**config.mk**
```make
export PLATFORM = sky130hd
export DESIGN_NAME = bist_march_engine_flat
export DESIGN_NICKNAME = d
export VERILOG_FILES = /design/src/rtl/bist_march_if.sv /design/src/rtl/bist_march_engine.sv /design/src/flat_wrapper.sv
export SDC_FILE = /design/constraint.sdc
export NUM_CORES = 1
export LEC_CHECK = 0
export BUFFER_PORTS_ARGS = -buffer_cell sky130_fd_sc_hd__buf_2
export CELL_PAD_IN_SITES_DETAIL_PLACEMENT = 1
export CELL_PAD_IN_SITES_GLOBAL_PLACEMENT = 2
export CORE_ASPECT_RATIO = 1.2
export CORE_MARGIN = 5
export CORE_UTILIZATION = 37
export CTS_CLUSTER_DIAMETER = 100
export DETAILED_ROUTE_END_ITERATION = 8
export GPL_TIMING_DRIVEN = 0
export HOLD_SLACK_MARGIN = 0.12
export PLACE_DENSITY_LB_ADDON = 0.1
export SLEW_MARGIN = 20
export SYNTH_ARGS = -nofsm -noshare
export SYNTH_HDL_FRONTEND = slang
export SYNTH_SLANG_ARGS = --single-unit
export TNS_END_PERCENT = 50
```
**constraint.sdc**
```tcl
create_clock -name clk -period 4.6 [get_ports clk]
set_input_delay 0.69 -clock clk [delete_from_list [all_inputs] [get_ports clk]]
set_output_delay 0.69 -clock clk [all_outputs]
set_load 0.1 [all_outputs]
```
**src/rtl/bist_march_if.sv**
```systemverilog
// SRAM-side bus of the March C- BIST engine: launch control, SRAM address/data/
// write-enable, read-back data and the per-read compare result.
interface bist_march_if #(
    parameter int ADDR_W = 8,
    parameter int DATA_W = 4
) ();
    logic              start;
    logic [ADDR_W-1:0] sram_addr;
    logic [DATA_W-1:0] sram_din;
    logic              sram_we;
    logic [DATA_W-1:0] sram_dout;
    logic              busy;
    logic              done;
    logic              mismatch;
    logic [ADDR_W-1:0] fail_addr;

    modport master (
        input  start, sram_dout,
        output sram_addr, sram_din, sram_we, busy, done, mismatch, fail_addr
    );

    modport slave (
        output start, sram_dout,
        input  sram_addr, sram_din, sram_we, busy, done, mismatch, fail_addr
    );
endinterface

```
**src/rtl/bist_march_engine.sv**
```systemverilog
// March C- BIST engine: one SRAM op per cycle, registered read-compare two
// cycles behind the read, then a two-cycle drain before reporting done.
module bist_march_engine #(
    parameter int ADDR_W = 8,
    parameter int DATA_W = 4
) (
    input  logic          clk,
    input  logic          rst_n,
    bist_march_if.master  bus
);
    typedef enum logic [3:0] {
        S_IDLE  = 4'd0, S_M0 = 4'd1, S_M1 = 4'd2, S_M2 = 4'd3, S_M3 = 4'd4,
        S_M4    = 4'd5, S_M5 = 4'd6, S_DRAIN = 4'd7, S_DONE = 4'd8
    } state_t;

    localparam logic [ADDR_W-1:0] ADDR_ZERO = {ADDR_W{1'b0}};
    localparam logic [ADDR_W-1:0] ADDR_MAX  = {ADDR_W{1'b1}};
    localparam logic [ADDR_W-1:0] ADDR_ONE  = {{(ADDR_W-1){1'b0}}, 1'b1};
    localparam logic [DATA_W-1:0] DATA_ZERO = {DATA_W{1'b0}};
    localparam logic [DATA_W-1:0] DATA_ONES = {DATA_W{1'b1}};

    function automatic logic is_march(input state_t s);
        return (s == S_M0) || (s == S_M1) || (s == S_M2) ||
               (s == S_M3) || (s == S_M4) || (s == S_M5);
    endfunction

    function automatic logic is_down(input state_t s);
        return (s == S_M3) || (s == S_M4);
    endfunction

    // Single-op elements finish an address in one cycle; the rest after the write.
    function automatic logic last_op(input state_t s, input logic ph);
        return (s == S_M0) || (s == S_M5) || ph;
    endfunction

    function automatic logic op_we(input state_t s, input logic ph);
        logic we;
        case (s)
            S_M0:    we = 1'b1;
            S_M5:    we = 1'b0;
            default: we = ph;
        endcase
        return we;
    endfunction

    // Background of the op: r0/w1 elements go 0 then 1, r1/w0 elements 1 then 0.
    function automatic logic op_one(input state_t s, input logic ph);
        logic one;
        case (s)
            S_M1, S_M3: one = ph;
            S_M2, S_M4: one = ~ph;
            default:    one = 1'b0;
        endcase
        return one;
    endfunction

    function automatic state_t next_elem(input state_t s);
        state_t n;
        case (s)
            S_M0:    n = S_M1;
            S_M1:    n = S_M2;
            S_M2:    n = S_M3;
            S_M3:    n = S_M4;
            S_M4:    n = S_M5;
            default: n = S_DRAIN;
        endcase
        return n;
    endfunction

    state_t            state_r, nxt_state_s;
    logic [ADDR_W-1:0] addr_r, nxt_addr_s, cmp_addr_r, fail_addr_r;
    logic              ph_r, nxt_ph_s, drain_r, busy_r, done_r;
    logic              we_r, rd_r, cmp_vld_r, mismatch_r, launch_s, mm_s;
    logic [DATA_W-1:0] din_r, exp_r, cmp_exp_r, nxt_data_s;

    assign launch_s   = ((state_r == S_IDLE) || (state_r == S_DONE)) && bus.start;
    assign mm_s       = cmp_vld_r && (bus.sram_dout != cmp_exp_r);
    assign nxt_data_s = op_one(nxt_state_s, nxt_ph_s) ? DATA_ONES : DATA_ZERO;

    // Next op: finish the address, then step it, then move to the next element.
    always_comb begin
        nxt_state_s = state_r;
        nxt_addr_s  = addr_r;
        nxt_ph_s    = ph_r;
        case (state_r)
            S_IDLE, S_DONE: begin
                if (launch_s) begin
                    nxt_state_s = S_M0;
                    nxt_addr_s  = ADDR_ZERO;
                    nxt_ph_s    = 1'b0;
                end else begin
                    nxt_state_s = state_r;
                end
            end
            S_DRAIN: begin
                if (drain_r) begin
                    nxt_state_s = S_DONE;
                end else begin
                    nxt_state_s = S_DRAIN;
                end
            end
            S_M0, S_M1, S_M2, S_M3, S_M4, S_M5: begin
                if (!last_op(state_r, ph_r)) begin
                    nxt_ph_s = 1'b1;
                end else if (addr_r == (is_down(state_r) ? ADDR_ZERO : ADDR_MAX)) begin
                    nxt_state_s = next_elem(state_r);
                    nxt_addr_s  = is_down(next_elem(state_r)) ? ADDR_MAX : ADDR_ZERO;
                    nxt_ph_s    = 1'b0;
                end else begin
                    nxt_addr_s  = is_down(state_r) ? (addr_r - ADDR_ONE) : (addr_r + ADDR_ONE);
                    nxt_ph_s    = 1'b0;
                end
            end
            default: nxt_state_s = S_IDLE;
        endcase
    end

    // Sequencer state and the registered SRAM op with its expected background.
    always_ff @(posedge clk) begin
        if (!rst_n) begin
            state_r <= S_IDLE;
            addr_r  <= ADDR_ZERO;
            ph_r    <= 1'b0;
            drain_r <= 1'b0;
            busy_r  <= 1'b0;
            done_r  <= 1'b0;
            we_r    <= 1'b0;
            rd_r    <= 1'b0;
            din_r   <= DATA_ZERO;
            exp_r   <= DATA_ZERO;
        end else begin
            state_r <= nxt_state_s;
            addr_r  <= nxt_addr_s;
            ph_r    <= nxt_ph_s;
            drain_r <= (state_r == S_DRAIN) && !drain_r;
            busy_r  <= is_march(nxt_state_s) || (nxt_state_s == S_DRAIN);
            done_r  <= (nxt_state_s == S_DONE);
            if (is_march(nxt_state_s)) begin
                we_r  <= op_we(nxt_state_s, nxt_ph_s);
                rd_r  <= ~op_we(nxt_state_s, nxt_ph_s);
                din_r <= op_we(nxt_state_s, nxt_ph_s) ? nxt_data_s : DATA_ZERO;
                exp_r <= nxt_data_s;
            end else begin
                we_r  <= 1'b0;
                rd_r  <= 1'b0;
                din_r <= DATA_ZERO;
                exp_r <= DATA_ZERO;
            end
        end
    end

    // Compare pipeline: read data arrives one cycle after issue, result one later.
    always_ff @(posedge clk) begin
        if (!rst_n) begin
            cmp_vld_r   <= 1'b0;
            cmp_exp_r   <= DATA_ZERO;
            cmp_addr_r  <= ADDR_ZERO;
            mismatch_r  <= 1'b0;
            fail_addr_r <= ADDR_ZERO;
        end else if (launch_s) begin
            cmp_vld_r   <= 1'b0;
            cmp_exp_r   <= DATA_ZERO;
            cmp_addr_r  <= ADDR_ZERO;
            mismatch_r  <= 1'b0;
            fail_addr_r <= fail_addr_r;
        end else begin
            cmp_vld_r   <= rd_r;
            cmp_exp_r   <= exp_r;
            cmp_addr_r  <= addr_r;
            mismatch_r  <= mm_s;
            fail_addr_r <= mm_s ? cmp_addr_r : fail_addr_r;
        end
    end

    assign bus.sram_addr = addr_r;
    assign bus.sram_din  = din_r;
    assign bus.sram_we   = we_r;
    assign bus.busy      = busy_r;
    assign bus.done      = done_r;
    assign bus.mismatch  = mismatch_r;
    assign bus.fail_addr = fail_addr_r;
endmodule

```
**src/flat_wrapper.sv**
```systemverilog
// flat-port wrapper written by rule: the top's interface ports become plain ports
module bist_march_engine_flat 
#(
    parameter int ADDR_W = 8,
    parameter int DATA_W = 4
)
  (clk, rst_n, bus_start, bus_sram_dout, bus_sram_addr, bus_sram_din, bus_sram_we, bus_busy, bus_done, bus_mismatch, bus_fail_addr);
  bist_march_if #(.ADDR_W(ADDR_W), .DATA_W(DATA_W)) bus_i ();
  input  logic clk;
  input  logic rst_n;
  input wire logic [$bits(bus_i.start)-1:0] bus_start;
  input wire logic [$bits(bus_i.sram_dout)-1:0] bus_sram_dout;
  output wire logic [$bits(bus_i.sram_addr)-1:0] bus_sram_addr;
  output wire logic [$bits(bus_i.sram_din)-1:0] bus_sram_din;
  output wire logic [$bits(bus_i.sram_we)-1:0] bus_sram_we;
  output wire logic [$bits(bus_i.busy)-1:0] bus_busy;
  output wire logic [$bits(bus_i.done)-1:0] bus_done;
  output wire logic [$bits(bus_i.mismatch)-1:0] bus_mismatch;
  output wire logic [$bits(bus_i.fail_addr)-1:0] bus_fail_addr;
  assign bus_i.start = bus_start;
  assign bus_i.sram_dout = bus_sram_dout;
  assign bus_sram_addr = bus_i.sram_addr;
  assign bus_sram_din = bus_i.sram_din;
  assign bus_sram_we = bus_i.sram_we;
  assign bus_busy = bus_i.busy;
  assign bus_done = bus_i.done;
  assign bus_mismatch = bus_i.mismatch;
  assign bus_fail_addr = bus_i.fail_addr;
  bist_march_engine #(.ADDR_W(ADDR_W), .DATA_W(DATA_W)) u_core (.clk(clk), .rst_n(rst_n), .bus(bus_i));
endmodule
```
# --- Yosys cells after proc, flatten, opt, wreduce, memory -nomap -nowiden ---
# Index checks and enable logic that the tools add are counted.
totals:
  elab_cells: 92
  ff_bits: 48
  output_inout_bits: 24
op_classes:
  add_sub_neg: 2
  n_reduce_logical: 26
  n_eq_ne: 21
  muxes: 24
  bitwise: 4
ops:
  columns: ["op", "n"]
  rows:
  - ["8-bit two-way mux", 6]
  - ["4-bit by 3-bit == test with 1-bit output (second input constant)", 10]
  - ["4-bit two-way mux", 8]
  - ["4-bit by 2-bit == test with 1-bit output (second input constant)", 4]
  - ["8-bit one-hot mux with 2 select lines", 1]
  - ["3-bit one-hot mux with 5 select lines", 1]
  - ["4-bit one-hot mux with 3 select lines", 1]
  - ["1-bit logical OR", 11]
  - ["8-bit by 1-bit adder with 8-bit output (second input constant)", 1]
  - ["4-bit by 1-bit == test with 1-bit output (second input constant)", 2]
  - ["4-bit == test (second input constant)", 2]
  - ["8-bit == test", 1]
  - ["2-bit OR reduction", 4]
  - ["8-bit by 1-bit subtractor with 8-bit output (second input constant)", 1]
  - ["1-bit one-hot mux with 2 select lines", 3]
  - ["2-bit AND reduction", 3]
  - ["6-bit OR reduction", 1]
  - ["4-bit logical NOT", 1]
  - ["1-bit two-way mux", 4]
  - ["4-bit inequality test", 1]
  - ["1-bit inverter", 4]
  - ["1-bit logical AND", 3]
  - ["3-bit AND reduction", 1]
  - ["2-bit by 1-bit inequality test with 1-bit output (second input constant)", 1]
  - ["other kinds (2)", 2]

# --- Logic depth before layout (Yosys ltp) ---
# Gate-level depths: netlist of run 1.
depth:
  depth_word: 16
  ltp_mapped: 9
  mapped_depth_nobuf: 9

# --- Worst setup path before layout of run 1 ---
# No wires, ideal clock.
synth_path:
  path_kind: "reg2reg"
  from: "register u_core.addr_r[4], in the netlist u_core.bus.sram_addr[4]"
  to: "register u_core.rd_r"
  arrival_time_ns: 2.448
  path_buffers: 0
  path_stages_with_launch: 8
  synth_period_minus_slack_ns: 2.551
  setup_slack_ns: 2.049
  t_required_ns: 4.497
  path_cell_list: "dfxtp_1 -> ha_1 -> nand4_1 -> nor2_1 -> and2_4 -> a41oi_4 -> and2_1 -> a2111oi_2"
synth_between:
  elab_chain_cells: 11
synth_rtl:
  columns: ["element", "line_no", "text"]
  rows:
  - ["from (decl)", "bist_march_engine.sv:71", "logic [ADDR_W-1:0] addr_r, nxt_addr_s, cmp_addr_r, fail_addr_r;"]
  - ["from (signal assigned)", "bist_march_engine.sv:133", "addr_r <= nxt_addr_s;"]
  - ["8-bit == test (*)", "bist_march_engine.sv:105", "end else if (addr_r == (is_down(state_r) ? ADDR_ZERO : ADDR_MAX)) begin"]
  - ["4-bit two-way mux (*)", "bist_march_engine.sv:105", null]
  - ["4-bit two-way mux (*)", "bist_march_engine.sv:103", "if (!last_op(state_r, ph_r)) begin"]
  - ["4-bit one-hot mux with 3 select lines (*)", "bist_march_engine.sv:85", "case (state_r)"]
  - ["branches (longest 7 deep; another with 4-bit by 3-bit == test with 1-bit output)", null, null]
  - ["to (signal assigned)", "bist_march_engine.sv:140", "rd_r <= ~op_we(nxt_state_s, nxt_ph_s);"]
  - ["to (decl)", "bist_march_engine.sv:73", "logic we_r, rd_r, cmp_vld_r, mismatch_r, launch_s, mm_s;"]
# Mark *: on every way between the ends. The select of a mux whose other input is x is not followed.
# A chain may end at the register's enable or synchronous reset.

# --- Final worst setup path of run 1 ---
layout_path:
  from: "register u_core.state_r[3]"
  to: "register u_core.addr_r[5], in the netlist u_core.bus.sram_addr[5]"
layout_between:
  elab_chain_cells: 11
layout_rtl:
  columns: ["element", "line_no", "text"]
  rows:
  - ["from (decl)", "bist_march_engine.sv:70", "state_t state_r, nxt_state_s;"]
  - ["from (signal assigned)", "bist_march_engine.sv:132", "state_r <= nxt_state_s;"]
  - ["4-bit by 3-bit == test with 1-bit output, or another cell as far along", "bist_march_engine.sv:28, bist_march_engine.sv:59, bist_march_engine.sv:85", null]
  - ["3-bit one-hot mux with 5 select lines", "bist_march_engine.sv:59", "case (s)"]
  - ["4-bit two-way mux", "bist_march_engine.sv:105", null]
  - ["4-bit two-way mux", "bist_march_engine.sv:103", null]
  - ["4-bit two-way mux", "bist_march_engine.sv:85", null]
  - ["4-bit by 3-bit == test with 1-bit output", "bist_march_engine.sv:28", "return (s == S_M3) || (s == S_M4);"]
  - ["1-bit logical OR", "bist_march_engine.sv:28", null]
  - ["8-bit two-way mux", "bist_march_engine.sv:107", "nxt_addr_s = is_down(next_elem(state_r)) ? ADDR_MAX : ADDR_ZERO;"]
  - ["8-bit two-way mux", "bist_march_engine.sv:105", null]
  - ["8-bit two-way mux", "bist_march_engine.sv:103", null]
  - ["8-bit one-hot mux with 2 select lines", "bist_march_engine.sv:85", null]
# Parallel ways exist; a longest one is shown, timed or not. The select of a mux whose other input is x is not followed.

==> metrics.txt, run 1 <==
clock latency reported for the late side of the worst-skew pair 0.29 ns; Critical Setup Path Class flop to flop; number of instances on the worst hold path 2; depth of the most critical reg-to-reg path 8; count of TritonRoute iterations in the first routing pass 4; biggest area consumer among synthesized cells sky130_fd_sc_hd__dfxtp_1; number of routed nets with antenna violations 0; vertical die dimension 92.5 um; Ant. Diodes 0; core area 5590 um2; combinational power share 0.166; Post-route DRC 0; data arrival time of the critical path 2.81 ns; average instance area after synthesis 8.79 um2; Max VDD drop 0.110 mV; maximum fanout count along the critical path 9; total number of vias 1,773; minimum period implied by the final worst setup slack 2.60 ns; pin count of the biggest net entering global routing 13; Internal Power 0.000555 W; total power density per cell area 318 nW/um2; met3 demand-to-capacity share in global routing 0.0253; hpwl dp 4150 um; Total Routed Length 5480 um; source of the critical timing path u_core.state_r[3]; first-pass GRT wire length 9170 um; Global Route met1 Usage 0.214; CTS H-tree depth 2; number of standard cells after synthesis 239; Final #Nets 290; area share of the largest cell type after synthesis 0.372; flop and latch count out of synthesis 39; GRT met2 Usage 0.258; count of pins on the block boundary 31; clock share of power 0.377; total of max-cap violations 0; Final Slew Violations 0; hold bufs inserted after CTS 0; setup fix buffers added after clock tree synthesis 0; overall track demand over capacity in global routing 0.160; final total negative setup slack 0 ns; Leakage 1.06 nW; total placed cells including tap cells 333; Worst path depth 8; number of standard cells in the layout, taps in and fillers out 341; WP data required 4.80 ns; per-cell via count in the routed design 5.20; aggregate global routing overflow 0; unrepaired setup endpoints after global routing no; number of global-route vias before repair 1,808; most instantiated flip-flop cell in the synthesis netlist sky130_fd_sc_hd__dfxtp_1; count of port buffers added during placement 30; clock-pin slew on the worst setup and hold paths 0.07 ns; outcome finished clean; number of placement rows 30; share of synthesized registers carrying an async set or reset 0; worst r2r src u_core.state_r[3]; count of endpoints failing setup in the final report 0; number of sinks driven by the clock tree 39; Most Used Layer, Global Route met2; clock buffer depth 2; relative slew slack 0.579; cell types with the largest area share after synthesis sky130_fd_sc_hd__dfxtp_1 (37%), sky130_fd_sc_hd__a21oi_1 (5.0%), sky130_fd_sc_hd__mux2i_1 (4.3%); most instantiated cells after synthesis sky130_fd_sc_hd__dfxtp_1 (39), sky130_fd_sc_hd__a21oi_1 (21), sky130_fd_sc_hd__nand2_1 (20), sky130_fd_sc_hd__nor2_1 (18), sky130_fd_sc_hd__inv_1 (12); sequential cell fraction of total power 0.458; Worst Hold Class flop to flop; TritonCTS clock tree done; DR WL/cell 16.1 um; post-synth cell types 57; Post-CTS Resized 0; kind of launch point of the worst setup path flop; Net Switching 0.000225 W; Fmax 384 MHz; Filler Cells Inserted 685; starting density of the core 0.376; cell with the most instances after synthesis sky130_fd_sc_hd__dfxtp_1; register area share after synthesis 0.372; pin slew with the least headroom to its limit 0.626 ns; Setup crit end kind flop; root buffer selected by CTS sky130_fd_sc_hd__clkbuf_8; slowest cell on the critical path sky130_fd_sc_hd__nor3b_4; buffering stage count on the worst path with inverters included 0; Clock Skew 0.00394 ns; endpoint of the lowest-slack register-to-register path u_core.bus.sram_addr[5]; endpoint of the most critical setup path u_core.bus.sram_addr[5]; antenna violations before repair 0; cell family with most CP delay simple AND/OR/NAND/NOR gates; total of warnings raised by yosys 0; netlist area before placement 2100 um2; First DRT Iteration DRCs 41; DIE AREA 7290 um2; fraction of layout instances using a drive strength above 1 0.217; Cell Chain, Critical Path nor3b_4, ha_1, nand4_1, nor2_1, nand2_2, o2111ai_2, nor3_1, o31ai_1; EDFF count, synth 0; nets in the synthesized netlist 253; switching fraction of total power 0.289; r2r setup slk 2.00 ns; gpl congestion 0.771; share of the clock period used by the worst path 0.566; number of hold violations in the final report 0; Die X-Extent 78.8 um; number of buffers created by CTS 5; Crit path largest cell delay 0.47 ns; area added between synthesis and finish 16.6%
-- tightest hold or removal path, stage by stage (launching register included) --
cell and delay, ns:
sky130_fd_sc_hd__dfxtp_1 0.31, sky130_fd_sc_hd__mux2i_1 0.06, sky130_fd_sc_hd__nor2_1 0.07
-- placed cells by master (no fill, tap or decap), types with 2 or more instances in the layout --
cell type	n
sky130_fd_sc_hd__ha_1	6
sky130_fd_sc_hd__a21oi_1	21
sky130_fd_sc_hd__nand2_2	2
sky130_fd_sc_hd__nor4_1	2
sky130_fd_sc_hd__dfxtp_1	39
sky130_fd_sc_hd__nand2_1	20
sky130_fd_sc_hd__nor2_1	18
sky130_fd_sc_hd__or3_1	2
sky130_fd_sc_hd__xnor2_1	6
sky130_fd_sc_hd__and2_1	6
sky130_fd_sc_hd__and3b_1	2
sky130_fd_sc_hd__a21boi_0	2
sky130_fd_sc_hd__a41oi_4	2
sky130_fd_sc_hd__buf_4	3
sky130_fd_sc_hd__nor3b_1	2
sky130_fd_sc_hd__o21ai_1	6
sky130_fd_sc_hd__clkbuf_8	6
sky130_fd_sc_hd__clkbuf_1	4
sky130_fd_sc_hd__nor2b_1	4
sky130_fd_sc_hd__buf_2	35
sky130_fd_sc_hd__and3_1	11
sky130_fd_sc_hd__inv_1	12
sky130_fd_sc_hd__nand3_1	7
sky130_fd_sc_hd__a211o_1	2
sky130_fd_sc_hd__nor2_2	2
sky130_fd_sc_hd__mux2i_1	9
sky130_fd_sc_hd__nand2b_1	2
sky130_fd_sc_hd__o21ai_0	8
sky130_fd_sc_hd__o31ai_1	2
sky130_fd_sc_hd__xor2_1	2
sky130_fd_sc_hd__a211oi_1	2
sky130_fd_sc_hd__nor3_1	2
-- area by class of cell --
| type | count | area (um2) | share of cell area |
|---|---|---|---|
| multi-input combinational | 174 | 1200 | 0.489 |
| sequential | 39 | 781 | 0.319 |
| timing repair buffer | 30 | 150 | 0.0613 |
| clock buffer | 6 | 82.6 | 0.0337 |
| tap | 64 | 80.1 | 0.0327 |
| buffer | 13 | 73.8 | 0.0301 |
| inverter | 13 | 48.8 | 0.0199 |
| clock inverter | 2 | 35.0 | 0.0143 |
-- state kept, by name (all words and copies together) (netlist names) --
register	cells
u_core.bus.fail_addr	8
u_core.bus.sram_addr	8
u_core.cmp_addr_r	8
u_core.state_r	4
u_core.bus.busy	1
u_core.bus.done	1
u_core.bus.mismatch	1
u_core.bus.sram_din	1
u_core.bus.sram_we	1
u_core.cmp_exp_r	1
u_core.cmp_vld_r	1
u_core.drain_r	1
u_core.exp_r	1
u_core.ph_r	1
u_core.rd_r	1
-- kinds of logic (layout without fill, tap and decap cells) --
family                   count (synthesis)  in the layout  share of synthesized area
AO/OA/AOI/OAI                           58             58                      0.201
XOR/XNOR                                 8              8                     0.0334
adder cells (fa/ha/maj)                  8              8                     0.0500
buffers and inverters                   26             64                     0.0584
flip-flops                              39             39                      0.372
multiplexers                            10             10                     0.0536
AND/OR/NAND/NOR                         90             90                      0.232
-- power groups by stage --
stage | registers, W | logic, W | clock network [W]
floorplan | 0.000414 | 0.0000514 | 0
global placement | 0.000365 | 0.000129 | 0
finish | 0.000357 | 0.000129 | 0.000294
CTS | 0.000357 | 0.000130 | 0.000307
global route | 0.000359 | 0.000139 | 0.000319
detailed placement | 0.000365 | 0.000130 | 0
-- worst min-delay path by stage --
stage / startpoint / end
2_1_floorplan: u_core.exp_r[2] / u_core.cmp_exp_r[2]
3_3_place_gp: u_core.exp_r[2] / u_core.cmp_exp_r[2]
3_5_place_dp: u_core.rd_r / u_core.cmp_vld_r
4_1_cts: u_core.rd_r / u_core.cmp_vld_r
5_1_grt: u_core.rd_r / u_core.cmp_vld_r
6_report: u_core.cmp_addr_r[4] / u_core.bus.fail_addr[4]
-- per-stage QoR --
stage	instance area (um2)	total power [W]	setup WS, ns	utilization	hold slack (ns)
after floorplan	2100	0.000465	2.05	-	0.437
after global placement	2330	0.000494	2.01	0.417	0.440
after detailed placement	2330	0.000495	1.98	0.417	0.452
after CTS	2450	0.000794	1.97	0.438	0.470
after global routing	2450	0.000817	1.78	0.438	0.483
final	2450	0.000780	2.00	0.438	0.470
-- per-layer routing --
| metal | part of all wire | vias up |
|---|---|---|
| met5 | 0 | - |
| met4 | 0.016 | 0 |
| met3 | 0.030 | 6 |
| met2 | 0.45 | 26 |
| met1 | 0.50 | 825 |
| li1 | - | 916 |
Note: power is estimated with default switching activity, not from simulation.
==> run 2, diff against run 1 <==
--- a/config.mk
+++ b/config.mk
@@ -10,7 +10,7 @@
 export CELL_PAD_IN_SITES_GLOBAL_PLACEMENT = 2
 export CORE_ASPECT_RATIO = 1.2
 export CORE_MARGIN = 5
-export CORE_UTILIZATION = 37
+export CORE_UTILIZATION = 31
 export CTS_CLUSTER_DIAMETER = 100
 export DETAILED_ROUTE_END_ITERATION = 8
 export GPL_TIMING_DRIVEN = 0
==> constraint.sdc (replaced) <==
create_clock -name clk -period 2.39 [get_ports clk]
set_input_delay 0.3585 -clock clk [delete_from_list [all_inputs] [get_ports clk]]
set_output_delay 0.3585 -clock clk [all_outputs]
set_load 0.1 [all_outputs]
==> metrics.txt, run 2 (synthesis results as in run 1) <==
outcome finished clean (unchanged); pin slew with the least headroom to its limit 0.804 ns (was 0.626 ns); number of global-route vias before repair 1,852 (was 1,808); CTS H-tree depth 2 (unchanged); sequential cell fraction of total power 0.452 (was 0.458); number of buffers created by CTS 5 (unchanged); total number of vias 1,830 (was 1,773); count of pins on the block boundary 31 (unchanged); leading cell type in the layout, fill and taps excluded sky130_fd_sc_hd__buf_2 (was sky130_fd_sc_hd__dfxtp_1); clock share of power 0.378 (was 0.377); switching fraction of total power 0.293 (was 0.289); critical hold path startpoint u_core.rd_r (was u_core.cmp_addr_r[4]); kind of launch point of the worst setup path flop (unchanged); unrepaired setup endpoints after global routing yes (was no); Final Slew Violations 0 (unchanged); Final #Nets 296 (was 290); root buffer selected by CTS sky130_fd_sc_hd__clkbuf_8 (unchanged); number of sinks driven by the clock tree 39 (unchanged); Max VDD drop 0.318 mV (was 0.110 mV); Fmax 425 MHz (was 384 MHz); pin count of the biggest net entering global routing 14 (was 13); DIE AREA 8530 um2 (was 7290 um2); total power draw 0.00154 W (was 0.000780 W); first-pass GRT wire length 9650 um (was 9170 um); gpl congestion 0.780 (was 0.771); clock-pin slew on the worst setup and hold paths 0.07 ns (about the same); Worst Hold Class flop to flop (unchanged); cell area after placement 2370 um2 (was 2330 um2); Net Switching 0.000451 W (was 0.000225 W); fraction of layout instances using a drive strength above 1 0.304 (was 0.217); endpoint of the lowest-slack register-to-register path u_core.exp_r[2] (was u_core.bus.sram_addr[5]); total power density per cell area 578 nW/um2 (was 318 nW/um2); Leakage 1.09 nW (was 1.06 nW); WP data required 2.61 ns (was 4.80 ns); Cell Chain, Critical Path nor3b_4, buf_12, ha_4, nand4_1, nor4_2, a21oi_2, a41oi_4, buf_4, xor2_1, o2111a_1 (was nor3b_4, ha_1, nand4_1, nor2_1, nand2_2, o2111ai_2, nor3_1, o31ai_1); vertical die dimension 100 um (was 92.5 um); Post-route DRC 0 (unchanged); Crit path largest cell delay 0.33 ns (was 0.47 ns); number of instances on the worst hold path 1 (was 2); aggregate global routing overflow 0 (unchanged); core area 6530 um2 (was 5590 um2); Internal Power 0.00109 W (was 0.000555 W); per-cell via count in the routed design 4.97 (was 5.20); number of hold violations in the final report 0 (unchanged); depth of the most critical reg-to-reg path 10 (was 8); clock latency reported for the late side of the worst-skew pair 0.29 ns (about the same); worst r2r src u_core.state_r[2] (was u_core.state_r[3]); count of port buffers added during placement 30 (unchanged); hpwl dp 4290 um (was 4150 um); relative slew slack 0.459 (was 0.579); number of routed nets with antenna violations 0 (unchanged); r2r setup slk 0.04 ns (was 2.00 ns); Clock Skew 0.00947 ns (was 0.00394 ns); final core utilization 0.407 (was 0.438); clock buffer depth 2 (unchanged); count of TritonRoute iterations in the first routing pass 4 (unchanged); post-route cell area 2660 um2 (was 2450 um2); number of placement rows 32 (was 30); total of max-cap violations 0 (unchanged); First DRT Iteration DRCs 44 (was 41); Critical Setup Path Class flop to flop (unchanged); starting density of the core 0.322 (was 0.376); combinational power share 0.170 (was 0.166); share of the clock period used by the worst path 0.985 (was 0.566); TritonCTS clock tree done (unchanged); area added between synthesis and finish 26.6% (was 16.6%); overall track demand over capacity in global routing 0.141 (was 0.160); Die X-Extent 85.1 um (was 78.8 um); antenna violations before repair 0 (unchanged); DR WL/cell 15.6 um (was 16.1 um); minimum period implied by the final worst setup slack 2.35 ns (was 2.60 ns); final total negative setup slack 0 ns (unchanged); maximum fanout count along the critical path 9 (unchanged); slowest cell on the critical path sky130_fd_sc_hd__dfxtp_2 (was sky130_fd_sc_hd__nor3b_4); count of endpoints failing setup in the final report 0 (unchanged); Total Routed Length 5740 um (was 5480 um); data arrival time of the critical path 2.58 ns (was 2.81 ns); Ant. Diodes 0 (unchanged); Setup crit end kind flop (unchanged); hold bufs inserted after CTS 0 (unchanged); Filler Cells Inserted 786 (was 685); most frequent cells in the layout sky130_fd_sc_hd__buf_2 (35), sky130_fd_sc_hd__dfxtp_1 (30), sky130_fd_sc_hd__a21oi_1 (20) (was sky130_fd_sc_hd__dfxtp_1 (39), sky130_fd_sc_hd__buf_2 (35), sky130_fd_sc_hd__a21oi_1 (21)); worst hold path endpoint u_core.cmp_vld_r (was u_core.bus.fail_addr[4])
run 2: cell count changes in the layout (fill, tap and decap cells not counted), moves of 5 or more:
cell,previous run,this run
sky130_fd_sc_hd__ha_4,0,5
sky130_fd_sc_hd__dfxtp_1,39,30
sky130_fd_sc_hd__buf_4,3,8
sky130_fd_sc_hd__ha_1,6,1
sky130_fd_sc_hd__dfxtp_2,0,9
run 2: power groups by stage:
stage                logic, W  clock network [W]  registers [W]
floorplan           0.0000988                  0       0.000800
global placement     0.000247                  0       0.000707
detailed placement   0.000249                  0       0.000707
CTS                  0.000257           0.000599       0.000695
global route         0.000280           0.000635       0.000700
finish               0.000262           0.000581       0.000695
run 2: final cells by class:
class | count | area, um2 | area share
Clock buffer | 6 | 82.6 | 0.0311
Multi-Input combinational cell | 174 | 1310 | 0.492
Timing Repair Buffer | 36 | 208 | 0.0781
Clock inverter | 2 | 38.8 | 0.0146
Buffer | 13 | 73.8 | 0.0278
Tap cell | 85 | 106 | 0.0400
Inverter | 13 | 48.8 | 0.0184
Sequential cell | 39 | 792 | 0.298
run 2: routing by layer:
metal  GRT usage  wire length (um)  vias up
li1            -                 -      926
met1       0.190              2750      872
met2       0.231              2760       26
met3      0.0164               151        6
met4      0.0475                85        0
met5           0                 0        -
run 2: worst max-delay path by stage:
| stage | cells past startpoint | end | start | slack, ns |
|---|---|---|---|---|
| 2_1_floorplan | 6 | u_core.rd_r | u_core.bus.sram_addr[7] | 0.02 |
| 4_1_cts | 9 | u_core.rd_r | u_core.state_r[2] | 0.01 |
| 6_report | 10 | u_core.exp_r[2] | u_core.state_r[2] | 0.04 |
| 3_5_place_dp | 8 | u_core.rd_r | u_core.state_r[3] | -0.27 |
| 3_3_place_gp | 8 | u_core.rd_r | u_core.state_r[3] | -0.24 |
| 5_1_grt | 10 | u_core.exp_r[2] | u_core.state_r[1] | -0.10 |
run 2: metrics by stage:
| step | setup slack, ns | hold WS, ns | std cells |
|---|---|---|---|
| after CTS | 0.0117 | 0.460 | 365 |
| after global routing | -0.103 | 0.484 | 368 |
| final | 0.0352 | 0.469 | 368 |
| after floorplan | 0.0250 | 0.437 | 239 |
| after global placement | -0.244 | 0.443 | 354 |
| after detailed placement | -0.271 | 0.450 | 354 |
run 2: worst max-delay path, delay by kind of cell, from the launching register on:
kind | cells | cell delay, ns
DFF | 1 | 0.33
adders and majority gates | 1 | 0.29
and+or+nand+nor | 3 | 0.57
buffers and inverters | 2 | 0.32
AOI/OAI and AO/OA | 3 | 0.61
xor gates and xnor gates | 1 | 0.16
run 2: what timing repair did:
item                                    4_1_cts  5_1_grt
endpoints found under the setup margin       11        7
resized for setup                             9        9
setup buffers                                 3        3
pin swaps                                     6        4
==> run 3, diff against run 2 <==
--- a/config.mk
+++ b/config.mk
@@ -8,7 +8,7 @@
 export BUFFER_PORTS_ARGS = -buffer_cell sky130_fd_sc_hd__buf_2
 export CELL_PAD_IN_SITES_DETAIL_PLACEMENT = 1
 export CELL_PAD_IN_SITES_GLOBAL_PLACEMENT = 2
-export CORE_ASPECT_RATIO = 1.2
+export CORE_ASPECT_RATIO = 1.5
 export CORE_MARGIN = 5
 export CORE_UTILIZATION = 31
 export CTS_CLUSTER_DIAMETER = 100
==> metrics.txt, run 3 (synthesis results as in run 1) <==
outcome finished clean (unchanged); Final Slew Violations 0 (unchanged); number of routed nets with antenna violations 0 (unchanged); first-pass GRT wire length 9670 um (was 9650 um); aggregate global routing overflow 0 (unchanged); Worst Hold Class flop to flop (unchanged); Die X-Extent 77.2 um (was 85.1 um); Post-route DRC 0 (unchanged); number of sinks driven by the clock tree 39 (unchanged); number of hold violations in the final report 0 (unchanged); final total negative setup slack 0 ns (unchanged); Filler Cells Inserted 778 (was 786); TritonCTS clock tree done (unchanged); root buffer selected by CTS sky130_fd_sc_hd__clkbuf_8 (unchanged); Reg area 795 um2 (was 792 um2); DIE AREA 8560 um2 (was 8530 um2); most frequent cells in the layout sky130_fd_sc_hd__buf_2 (35), sky130_fd_sc_hd__dfxtp_1 (30), sky130_fd_sc_hd__a21oi_1 (21) (was sky130_fd_sc_hd__buf_2 (35), sky130_fd_sc_hd__dfxtp_1 (30), sky130_fd_sc_hd__a21oi_1 (20)); clock share of power 0.307 (was 0.378); r2r setup slk 0.02 ns (was 0.04 ns); count of TritonRoute iterations in the first routing pass 4 (unchanged); combinational power share 0.199 (was 0.170); unrepaired setup endpoints after global routing yes (unchanged); data arrival time of the critical path 2.57 ns (was 2.58 ns); Clock Skew 0.00864 ns (was 0.00947 ns); depth of the most critical reg-to-reg path 10 (unchanged); CTS H-tree depth 2 (unchanged); Ant. Diodes 0 (unchanged); total number of vias 1,893 (was 1,830); maximum fanout count along the critical path 8 (was 9); worst hold path endpoint u_core.cmp_exp_r[2] (was u_core.cmp_vld_r); overall track demand over capacity in global routing 0.139 (was 0.141); worst hold slack across all endpoints 0.466 ns (was 0.469 ns); Internal Power 0.000954 W (was 0.00109 W); final core utilization 0.412 (was 0.407); hpwl dp 4560 um (was 4290 um); core area 6530 um2 (about the same); Fmax 422 MHz (was 425 MHz); starting density of the core 0.322 (about the same); Critical Setup Path Class flop to flop (unchanged); pin slew with the least headroom to its limit 0.842 ns (was 0.804 ns); antenna violations before repair 0 (unchanged); Leakage 1.10 nW (was 1.09 nW); count of port buffers added during placement 30 (unchanged); total power draw 0.00140 W (was 0.00154 W); Net Switching 0.000447 W (was 0.000451 W); critical hold path startpoint u_core.exp_r[2] (was u_core.rd_r); area added between synthesis and finish 28.2% (was 26.6%); relative slew slack 0.434 (was 0.459); clock-pin slew on the worst setup and hold paths 0.07 ns (about the same); share of the clock period used by the worst path 0.992 (was 0.985); switching fraction of total power 0.319 (was 0.293); total power density per cell area 520 nW/um2 (was 578 nW/um2); Setup crit end kind flop (unchanged); count of endpoints failing setup in the final report 0 (unchanged); fraction of layout instances using a drive strength above 1 0.322 (was 0.304); DR WL/cell 16.8 um (was 15.6 um); number of buffers created by CTS 5 (unchanged); kind of launch point of the worst setup path flop (unchanged); Final #Nets 302 (was 296); Max VDD drop 0.387 mV (was 0.318 mV); minimum period implied by the final worst setup slack 2.37 ns (was 2.35 ns); vertical die dimension 111 um (was 100 um); pin count of the biggest net entering global routing 13 (was 14); number of instances on the worst hold path 1 (unchanged); per-cell via count in the routed design 5.19 (was 4.97); number of placement rows 36 (was 32); worst r2r src u_core.state_r[3] (was u_core.state_r[2]); Total Routed Length 6150 um (was 5740 um); gpl congestion 0.806 (was 0.780); multi-input combinational cell area 1340 um2 (was 1310 um2); First DRT Iteration DRCs 104 (was 44); endpoint of the lowest-slack register-to-register path u_core.bus.sram_we (was u_core.exp_r[2]); hold bufs inserted after CTS 0 (unchanged); sequential cell fraction of total power 0.495 (was 0.452); clock latency reported for the late side of the worst-skew pair 0.29 ns (about the same); worst-case setup margin in the final layout 0.0188 ns (was 0.0352 ns); WP data required 2.59 ns (was 2.61 ns); clock buffer depth 2 (unchanged); DP Worst Slack -0.250 ns (was -0.271 ns); leading cell type in the layout, fill and taps excluded sky130_fd_sc_hd__buf_2 (unchanged); count of pins on the block boundary 31 (unchanged); number of global-route vias before repair 1,950 (was 1,852); total of max-cap violations 0 (unchanged)
run 3: critical path, stage by stage (launching register included):
cell                       delay [ns]
sky130_fd_sc_hd__dfxtp_4         0.36
sky130_fd_sc_hd__nor3b_4         0.23
sky130_fd_sc_hd__buf_12          0.18
sky130_fd_sc_hd__ha_4            0.15
sky130_fd_sc_hd__nand4_1         0.20
sky130_fd_sc_hd__nor2_4          0.20
sky130_fd_sc_hd__and2_4          0.20
sky130_fd_sc_hd__a41oi_4         0.19
sky130_fd_sc_hd__buf_6           0.18
sky130_fd_sc_hd__a41o_1          0.25
sky130_fd_sc_hd__a211oi_2        0.15
run 3: final cells by class:
class | count | share of cell area
buffer | 13 | 0.0274
clock buffer | 6 | 0.0269
clock inverter | 2 | 0.00464
inverter | 13 | 0.0181
multi-input combinational | 174 | 0.497
sequential | 39 | 0.295
tap | 76 | 0.0353
timing repair buffer | 42 | 0.0952
run 3: worst max-delay path by stage:
stage | slack (ns) | end | cells past startpoint | startpoint
after detailed placement | -0.25 | u_core.rd_r | 8 | u_core.state_r[3]
after global placement | -0.23 | u_core.rd_r | 8 | u_core.state_r[3]
after CTS | 0.01 | u_core.bus.sram_addr[6] | 11 | u_core.state_r[1]
after global routing | -0.08 | u_core.bus.sram_we | 10 | u_core.state_r[3]
final | 0.02 | u_core.bus.sram_we | 10 | u_core.state_r[3]
after floorplan | 0.02 | u_core.rd_r | 6 | u_core.bus.sram_addr[7]
run 3: timing repair:
item | 4_1_cts | 5_1_grt
setup buffers | 4 | 8
hold endpoints to repair | 0 | 0
resized for setup | 9 | 17
pin swaps | 6 | 12
endpoints found under the setup margin | 11 | 13
run 3: metal layers:
metal,track usage,wire [um],up-vias
li1,-,-,946
met1,0.155,2480,923
met2,0.265,3490,20
met3,0.0276,140,4
met4,0.0241,34,0
met5,0,0,-
run 3: power groups by stage:
stage / combinational [W] / sequential (W) / clock [W]
2_1_floorplan: 0.0000988 / 0.000800 / 0
5_1_grt: 0.000298 / 0.000697 / 0.000479
4_1_cts: 0.000261 / 0.000696 / 0.000446
3_5_place_dp: 0.000252 / 0.000708 / 0
6_report: 0.000278 / 0.000693 / 0.000430
3_3_place_gp: 0.000251 / 0.000708 / 0
run 3: through the flow:
stage          cell area, um2  cells
2_1_floorplan            2110    239
3_3_place_gp             2350    345
3_5_place_dp             2350    345
4_1_cts                  2560    357
5_1_grt                  2690    365
6_report                 2690    365
